$ cat config.mk
export PLATFORM = sky130hd
export DESIGN_NAME = pipe_stage_skid
export DESIGN_NICKNAME = d
export VERILOG_FILES = /design/src/rtl/pipe_stage_skid.sv
export SDC_FILE = /design/constraint.sdc
export NUM_CORES = 1
export LEC_CHECK = 0
export BUFFER_PORTS_ARGS = -buffer_cell sky130_fd_sc_hd__buf_2
export CAP_MARGIN = 25
export CORE_ASPECT_RATIO = 1.75
export CORE_UTILIZATION = 40
export CTS_BUF_LIST = sky130_fd_sc_hd__clkbuf_4 sky130_fd_sc_hd__clkbuf_8 sky130_fd_sc_hd__clkbuf_16
export DETAILED_ROUTE_END_ITERATION = 7
export PLACE_DENSITY = 0.66
export REMOVE_ABC_BUFFERS = 1
export SYNTH_ARGS = -nofsm -noshare
export SYNTH_HDL_FRONTEND = slang
export SYNTH_SLANG_ARGS = --single-unit
$ cat constraint.sdc
create_clock -name clk -period 1.8 [get_ports clk]
set_input_delay 0 -clock clk [delete_from_list [all_inputs] [get_ports clk]]
set_output_delay 0 -clock clk [all_outputs]
set_load 0.01 [all_outputs]
$ cat src/rtl/pipe_stage_skid.sv
// Pipeline stage with a registered output. SKID_EN=1 gives a two-entry skid buffer with
// registered in_ready. SKID_EN=0 gives a single register whose ready passes straight through.
module pipe_stage_skid #(
  parameter int DATA_W  = 32,
  parameter int CTRL_W  = 16,
  parameter int SKID_EN = 1
) (
  input  logic              clk,
  input  logic              reset,
  input  logic              clr,
  input  logic              in_valid,
  output logic              in_ready,
  input  logic [CTRL_W-1:0] in_ctrl,
  input  logic [DATA_W-1:0] in_data,
  output logic              out_valid,
  input  logic              out_ready,
  output logic [CTRL_W-1:0] out_ctrl,
  output logic [DATA_W-1:0] out_data,
  output logic [1:0]        count
);

  typedef enum logic [1:0] {
    StEmpty = 2'd0,
    StOne   = 2'd1,
    StFull  = 2'd2
  } state_e;

  state_e            state_q;
  logic              main_valid_q;
  logic [CTRL_W-1:0] main_ctrl_q;
  logic [DATA_W-1:0] main_data_q;
  logic              skid_valid_q;
  logic [CTRL_W-1:0] skid_ctrl_q;
  logic [DATA_W-1:0] skid_data_q;

  logic in_fire;
  logic out_fire;

  // Skid mode takes ready from the skid flag alone, so out_ready never reaches in_ready.
  assign in_ready = (SKID_EN != 0) ? !skid_valid_q : (!main_valid_q || out_ready);
  assign in_fire  = in_valid && in_ready;
  assign out_fire = main_valid_q && out_ready;

  // The outputs come straight from the main entry. The payload is kept at zero while it is
  // empty, so a bubble is a NOP.
  assign out_valid = main_valid_q;
  assign out_ctrl  = main_ctrl_q;
  assign out_data  = main_data_q;
  assign count     = state_q;

  // State and payload update. Reset has the highest priority, then clr, then the handshakes.
  always_ff @(posedge clk) begin
    if (reset || clr) begin
      state_q      <= StEmpty;
      main_valid_q <= 1'b0;
      main_ctrl_q  <= '0;
      main_data_q  <= '0;
      skid_valid_q <= 1'b0;
      skid_ctrl_q  <= '0;
      skid_data_q  <= '0;
    end else if (SKID_EN != 0) begin
      unique case (state_q)
        StEmpty: begin
          if (in_fire) begin
            main_valid_q <= 1'b1;
            main_ctrl_q  <= in_ctrl;
            main_data_q  <= in_data;
            state_q      <= StOne;
          end
        end
        StOne: begin
          if (in_fire && out_fire) begin
            main_ctrl_q <= in_ctrl;
            main_data_q <= in_data;
          end else if (in_fire) begin
            skid_valid_q <= 1'b1;
            skid_ctrl_q  <= in_ctrl;
            skid_data_q  <= in_data;
            state_q      <= StFull;
          end else if (out_fire) begin
            main_valid_q <= 1'b0;
            main_ctrl_q  <= '0;
            main_data_q  <= '0;
            state_q      <= StEmpty;
          end
        end
        StFull: begin
          // in_ready is low here, so only the downstream side can move.
          if (out_fire) begin
            main_ctrl_q  <= skid_ctrl_q;
            main_data_q  <= skid_data_q;
            skid_valid_q <= 1'b0;
            skid_ctrl_q  <= '0;
            skid_data_q  <= '0;
            state_q      <= StOne;
          end
        end
        default: begin
          state_q <= StEmpty;
        end
      endcase
    end else begin
      if (in_fire) begin
        main_valid_q <= 1'b1;
        main_ctrl_q  <= in_ctrl;
        main_data_q  <= in_data;
        state_q      <= StOne;
      end else if (out_fire) begin
        main_valid_q <= 1'b0;
        main_ctrl_q  <= '0;
        main_data_q  <= '0;
        state_q      <= StEmpty;
      end
    end
  end

endmodule

==> flow_summary.ini, run 1 <==
[sta]
tightest_slew_ns = 0.4816
hold_slack_ns = 0.09738
slew_headroom = 0.6789
setup_ws_ns = 0.02389
setup_viol = 0
slew_violations = 0
finalCritPeriodShare = 0.9867
hold_violations = 0
finClkSkew_ns = 0.007702
fmax_mhz = 563.0
tns_ns = 0
fin_crit_ns = 1.776

[synthesis]
syn_area_um2 = 4036
yosysTopAreaCell = dfxtp_1
yosys-top-cells-area = dfxtp_1 (50%), nor2_1 (9.2%), a22oi_1 (8.9%)
synth_top_area_share = 0.4960
ys_warn_count = 0
seq_area_frac_synth = 0.4960
synth-seq-cells = 100
synth_cell_types = 35
syn_area_per_cell_um2 = 9.542
synth_cells = 423

[global_route]
grt_pass1_wl_um = 19040
grt-ovfl-total = 0
grt_max_degree = 50
met2_usage = 0.4056
grt_busiest_layer = met2
grt_pass1_vias = 3936
use_met1 = 0.2592
grt_usage = 0.2306
antenna_found_initial = 0
met3_usage = 0.03108

[die]
dieArea_um2 = 10510
die_y_um = 134.9
die_x_um = 77.94
io_pins = 105
rows = 48
core_area_um2 = 9849
floorplan.initialDensity = 0.4098

[final_layout]
fill_cells = 835
final_cell_mix = buf_2 (104), nor2_1 (98), dfxtp_1 (98)
nNetsFinal = 639
finalNonFillerCells = 712
drive_above_1_share = 0.3714
final_common_cell = buf_2
diodes = 0
area_growth_pct = 48.91

[power]
p_int_w = 0.004081
finalPower_w = 0.005498
power_leakage_nw = 2.445
pwr-share-seq = 0.428
ir_worst_vdd_uv = 561.9
switching_share = 0.2576
pwr-share-clk = 0.378
powerDensity_nw_per_um2 = 914.6
p_comb_frac = 0.194
switchingPower_w = 0.001416

[place]
gp_congestion = 0.8491
port_buffers = 104
post-place-ws_ns = -0.05885
dp.cells = 640
hpwlAfterDp_um = 7384

[cts]
clkTransAtPathRegs_ns = 0.07
cts_buffer_depth = 2
clockRootBuffer = clkbuf_16
clock_sinks = 100
cts_htree_levels = 3
clock_latency_ns = 0.34
numCtsBuffers = 9
cts_tree = yes

[setup_path]
r2r_start = count[1]$_SDFFE_PP0P_
cp_max_fo = 26
cp-start-kind = flop
r2r_cells = 7
crit_arrival_ns = 2.00
reg2reg_to = out_data[3]$_SDFFE_PP0P_
cp-startpoint = count[1]$_SDFFE_PP0P_
setup.worst_path.end = out_data[3]$_SDFFE_PP0P_
rrSetupSlack_ns = 0.02
crit_required_ns = 2.03
critPathKind = flop to flop
endpoint_kind = flop

[routing]
dr.pass1.iters = 5
remaining_drc_errors = 0
viasPerCell = 5.619
vias = 4001
final_antenna_net_count = 0
dr.first_iter.drc_count = 249
routed_wl_um = 12690
routedWlPerCell_um = 17.83

[outcome]
status = finished clean

[min_path]
hold_path_class = input pin to flop

[flow_run]
cap_violations = 0
-- cells in the mapped netlist --
cell,count
nand2b_4,1
ha_1,4
and2_1,1
o21ai_1,3
nor2_1,99
o21ai_0,47
a211oi_2,1
a22o_1,1
or3_1,1
o31ai_2,1
nand3_1,1
a31oi_2,1
or2_2,1
buf_2,14
mux2i_1,1
a221oi_2,20
and3_1,1
and4b_1,1
buf_4,5
buf_6,2
a211oi_1,1
a22oi_1,48
and2b_1,1
a21oi_1,5
dfxtp_1,100
a211o_1,1
xnor2_1,1
buf_8,2
a2bb2oi_1,2
nand2_1,4
a221oi_1,28
a21o_1,1
nand2b_1,1
clkbuf_1,18
inv_1,4
-- power by group through the flow --
stage | logic, W | clock network [W] | registers, W
CTS | 0.000908 | 0.00211 | 0.00235
global route | 0.00115 | 0.00219 | 0.00236
floorplan | 0.000379 | 0 | 0.00243
detailed placement | 0.000814 | 0 | 0.00240
finish | 0.00107 | 0.00208 | 0.00235
global placement | 0.000801 | 0 | 0.00240
-- cell type report --
cell class | instances | area (um2) | share of cell area
multi-input combinational | 278 | 2027 | 0.3372
sequential | 100 | 2007 | 0.3339
timing repair buffer | 189 | 1484 | 0.2469
clock buffer | 12 | 247.7 | 0.04122
tap | 125 | 156.4 | 0.02602
clock inverter | 4 | 73.82 | 0.01228
inverter | 4 | 15.01 | 0.002498
-- timing repair --
item / 4_1_cts / 5_1_grt
pin swaps: 1 / 7
hold buffers: 48 / 0
gates cloned: 0 / 4
resized for setup: 6 / 36
setup buffers: 0 / 5
endpoints found under the hold margin: 96 / 0
setup endpoints to repair: 35 / 96
-- how the worst min path moves through the flow --
stage          cells past startpoint                      endpoint  slack (ns)        start
6_report                           4     skid_valid_q$_SDFFE_PP0P_         0.1    out_ready
5_1_grt                            4     skid_valid_q$_SDFFE_PP0P_        0.10    out_ready
4_1_cts                            4     skid_valid_q$_SDFFE_PP0P_        0.07    out_ready
3_5_place_dp                       3   skid_data_q[9]$_SDFFE_PP0P_        0.28   in_data[9]
3_3_place_gp                       3  skid_data_q[19]$_SDFFE_PP0P_        0.27  in_data[19]
2_1_floorplan                      2     out_ctrl[13]$_SDFFE_PP0P_        0.15  in_ctrl[13]
-- cells by family after synthesis --
| kind of cell | share of synthesized area |
|---|---|
| compound gates | 0.3143 |
| mux | 0.002480 |
| fa+ha+maj | 0.01240 |
| simple gates | 0.1125 |
| xor+xnor | 0.002170 |
| flops | 0.4960 |
| buf+inv | 0.06014 |
-- worst max-delay path, stage by stage, from the launching register on --
cell and delay [ns]:
dfxtp_4 0.37, inv_1 0.06, ha_2 0.17, a2bb2oi_1 0.16
a211o_2 0.37, buf_12 0.18, a221oi_1 0.25, nor2_1 0.08
-- layer usage --
layer  vias up  wire length [um]
li1       1887                 -
met1      1970              5024
met2       114              6789
met3        30               468
met4         0               410
met5         -                 0
-- per-stage QoR --
step | utilization | cell area (um2)
after global routing | 0.6103 | 6011
after CTS | 0.5777 | 5690
after global placement | 0.4934 | 4860
after detailed placement | 0.4934 | 4860
final | 0.6103 | 6011
after floorplan | - | 3809
-- sequential cells by signal, summed over array words and instances (netlist names) --
signal,count
out_valid,1
count,2
skid_data_q,32
skid_ctrl_q,16
out_data,32
out_ctrl,16
skid_valid_q,1
(Power assumes the default switching activity.)
==> run 2: changes to the inputs <==
--- a/config.mk
+++ b/config.mk
@@ -7,7 +7,6 @@
 export LEC_CHECK = 0
 export BUFFER_PORTS_ARGS = -buffer_cell sky130_fd_sc_hd__buf_2
 export CAP_MARGIN = 25
-export CORE_ASPECT_RATIO = 1.75
 export CORE_UTILIZATION = 40
 export CTS_BUF_LIST = sky130_fd_sc_hd__clkbuf_4 sky130_fd_sc_hd__clkbuf_8 sky130_fd_sc_hd__clkbuf_16
 export DETAILED_ROUTE_END_ITERATION = 7
==> flow_summary.ini, run 2 (synthesis gave the netlist of run 1 again) <==
[outcome]
violations = negative setup slack
status = finished with violations

[place]
gp_congestion = 0.8123
hpwlAfterDp_um = 6746
port_buffers = 104

[sta]
slew_headroom = 0.6408
hold_violations = 0
hold_slack_ns = 0.06194
rsz0062_at_grt = true
tightest_slew_ns = 0.5388
setup_ws_ns = -0.01392
setup_viol = 1
fmax_mhz = 551.3
finClkSkew_ns = 0.01083
fin_crit_ns = 1.814
finalCritPeriodShare = 1.008
slew_violations = 0

[cts]
cts_htree_levels = 3
clkTransAtPathRegs_ns = 0.10
numCtsBuffers = 9
clockRootBuffer = clkbuf_8
cts_buffer_depth = 2
cts_tree = yes
clock_latency_ns = 0.36
clock_sinks = 100

[power]
power_leakage_nw = 2.366
p_int_w = 0.003497
switchingPower_w = 0.001342
powerDensity_nw_per_um2 = 821.9
p_comb_frac = 0.220
ir_worst_vdd_uv = 378.4
switching_share = 0.2773
pwr-share-clk = 0.295
pwr-share-seq = 0.486

[final_layout]
final_common_cell = buf_2
nNetsFinal = 635
final_cell_mix = buf_2 (104), nor2_1 (98), dfxtp_1 (98)
drive_above_1_share = 0.3722
area_growth_pct = 45.88
fill_cells = 827
fin_util = 0.6024
diodes = 0

[routing]
dr.first_iter.drc_count = 163
final_antenna_net_count = 0
remaining_drc_errors = 0
vias = 3879
routedWlPerCell_um = 16.54
routed_wl_um = 11840
viasPerCell = 5.418
dr.pass1.iters = 4

[die]
die_y_um = 102.5
dieArea_um2 = 10500
die_x_um = 102.5
io_pins = 105
core_area_um2 = 9774
floorplan.initialDensity = 0.4130
rows = 36

[setup_path]
endpoint_kind = flop
crit_required_ns = 2.09
r2r_cells = 9
critPathKind = flop to flop
cp_max_fo = 6
cp-start-kind = flop
crit_arrival_ns = 2.11

[global_route]
antenna_found_initial = 0
grt_max_degree = 52
grt_usage = 0.2162
grt_pass1_wl_um = 17460
grt_pass1_vias = 3480
grt-ovfl-total = 0

[min_path]
hold_path_class = input pin to flop
worstHoldPathCells = 4

[flow_run]
cap_violations = 0
run 2: timing repair:
item                       4_1_cts  5_1_grt
gates cloned                     0        5
buffers inserted                 0        4
pin swaps                        2       24
hold buffers                    48        0
gates resized for setup          5       62
setup endpoints to repair       27       96
hold endpoints to repair        96        0
run 2: power by group through the flow:
stage	clock, W	combinational [W]	sequential (W)
after floorplan	0	0.000379	0.00243
after global placement	0	0.000782	0.00239
after detailed placement	0	0.000795	0.00239
after CTS	0.00146	0.000887	0.00234
after global routing	0.00156	0.00115	0.00236
final	0.00143	0.00106	0.00235
run 2: layout make-up:
cell class                 count  area [um2]  area share
clock buffer                  14       186.4     0.03166
tap                          133       166.4     0.02826
inverter                       4       22.52    0.003825
multi-input combinational    278        2026      0.3440
clock inverter                 2       16.27    0.002762
sequential                   100        2009      0.3413
timing repair buffer         185        1461      0.2482
run 2: worst paths after layout:
check | end | slack, ns | startpoint
setup / recovery | out_ctrl[4]$_SDFFE_PP0P_ | -0.01 | count[0]$_SDFFE_PP0P_
hold / removal | skid_valid_q$_SDFFE_PP0P_ | 0.06 | out_ready
setup reg to reg | out_ctrl[4]$_SDFFE_PP0P_ | -0.01 | count[0]$_SDFFE_PP0P_
hold reg to reg | skid_data_q[14]$_SDFFE_PP0P_ | 0.51 | skid_data_q[14]$_SDFFE_PP0P_
run 2: metrics by stage:
stage / TNS [ns] / power [W] / instance area [um2] / setup WS [ns] / std cells
CTS: -0.03154 / 0.004691 / 5527 / -0.01920 / 707
global route: -2.767 / 0.005069 / 5888 / -0.08270 / 716
finish: -0.01392 / 0.004839 / 5888 / -0.01392 / 716
detailed placement: -0.3549 / 0.003187 / 4820 / -0.04714 / 643
floorplan: -113.56 / 0.002806 / 3809 / -1.820 / 382
global placement: 0 / 0.003172 / 4820 / 0.01425 / 643
run 2: routing by layer:
metal  up-vias  track usage  part of all wire
met5         -            0                 0
met4         0      0.07473             0.011
met3        12      0.03899             0.048
met2       117       0.3600              0.51
met1      1884       0.2809              0.43
li1       1866            -                 -
run 2: critical path: stages, from the launching register on:
cell       delay [ns]
dfxtp_4          0.39
inv_4            0.04
ha_4             0.17
a2bb2oi_4        0.17
buf_6            0.13
a211oi_4         0.31
buf_6            0.20
clkbuf_16        0.15
o21ai_1          0.05
nor2_1           0.14
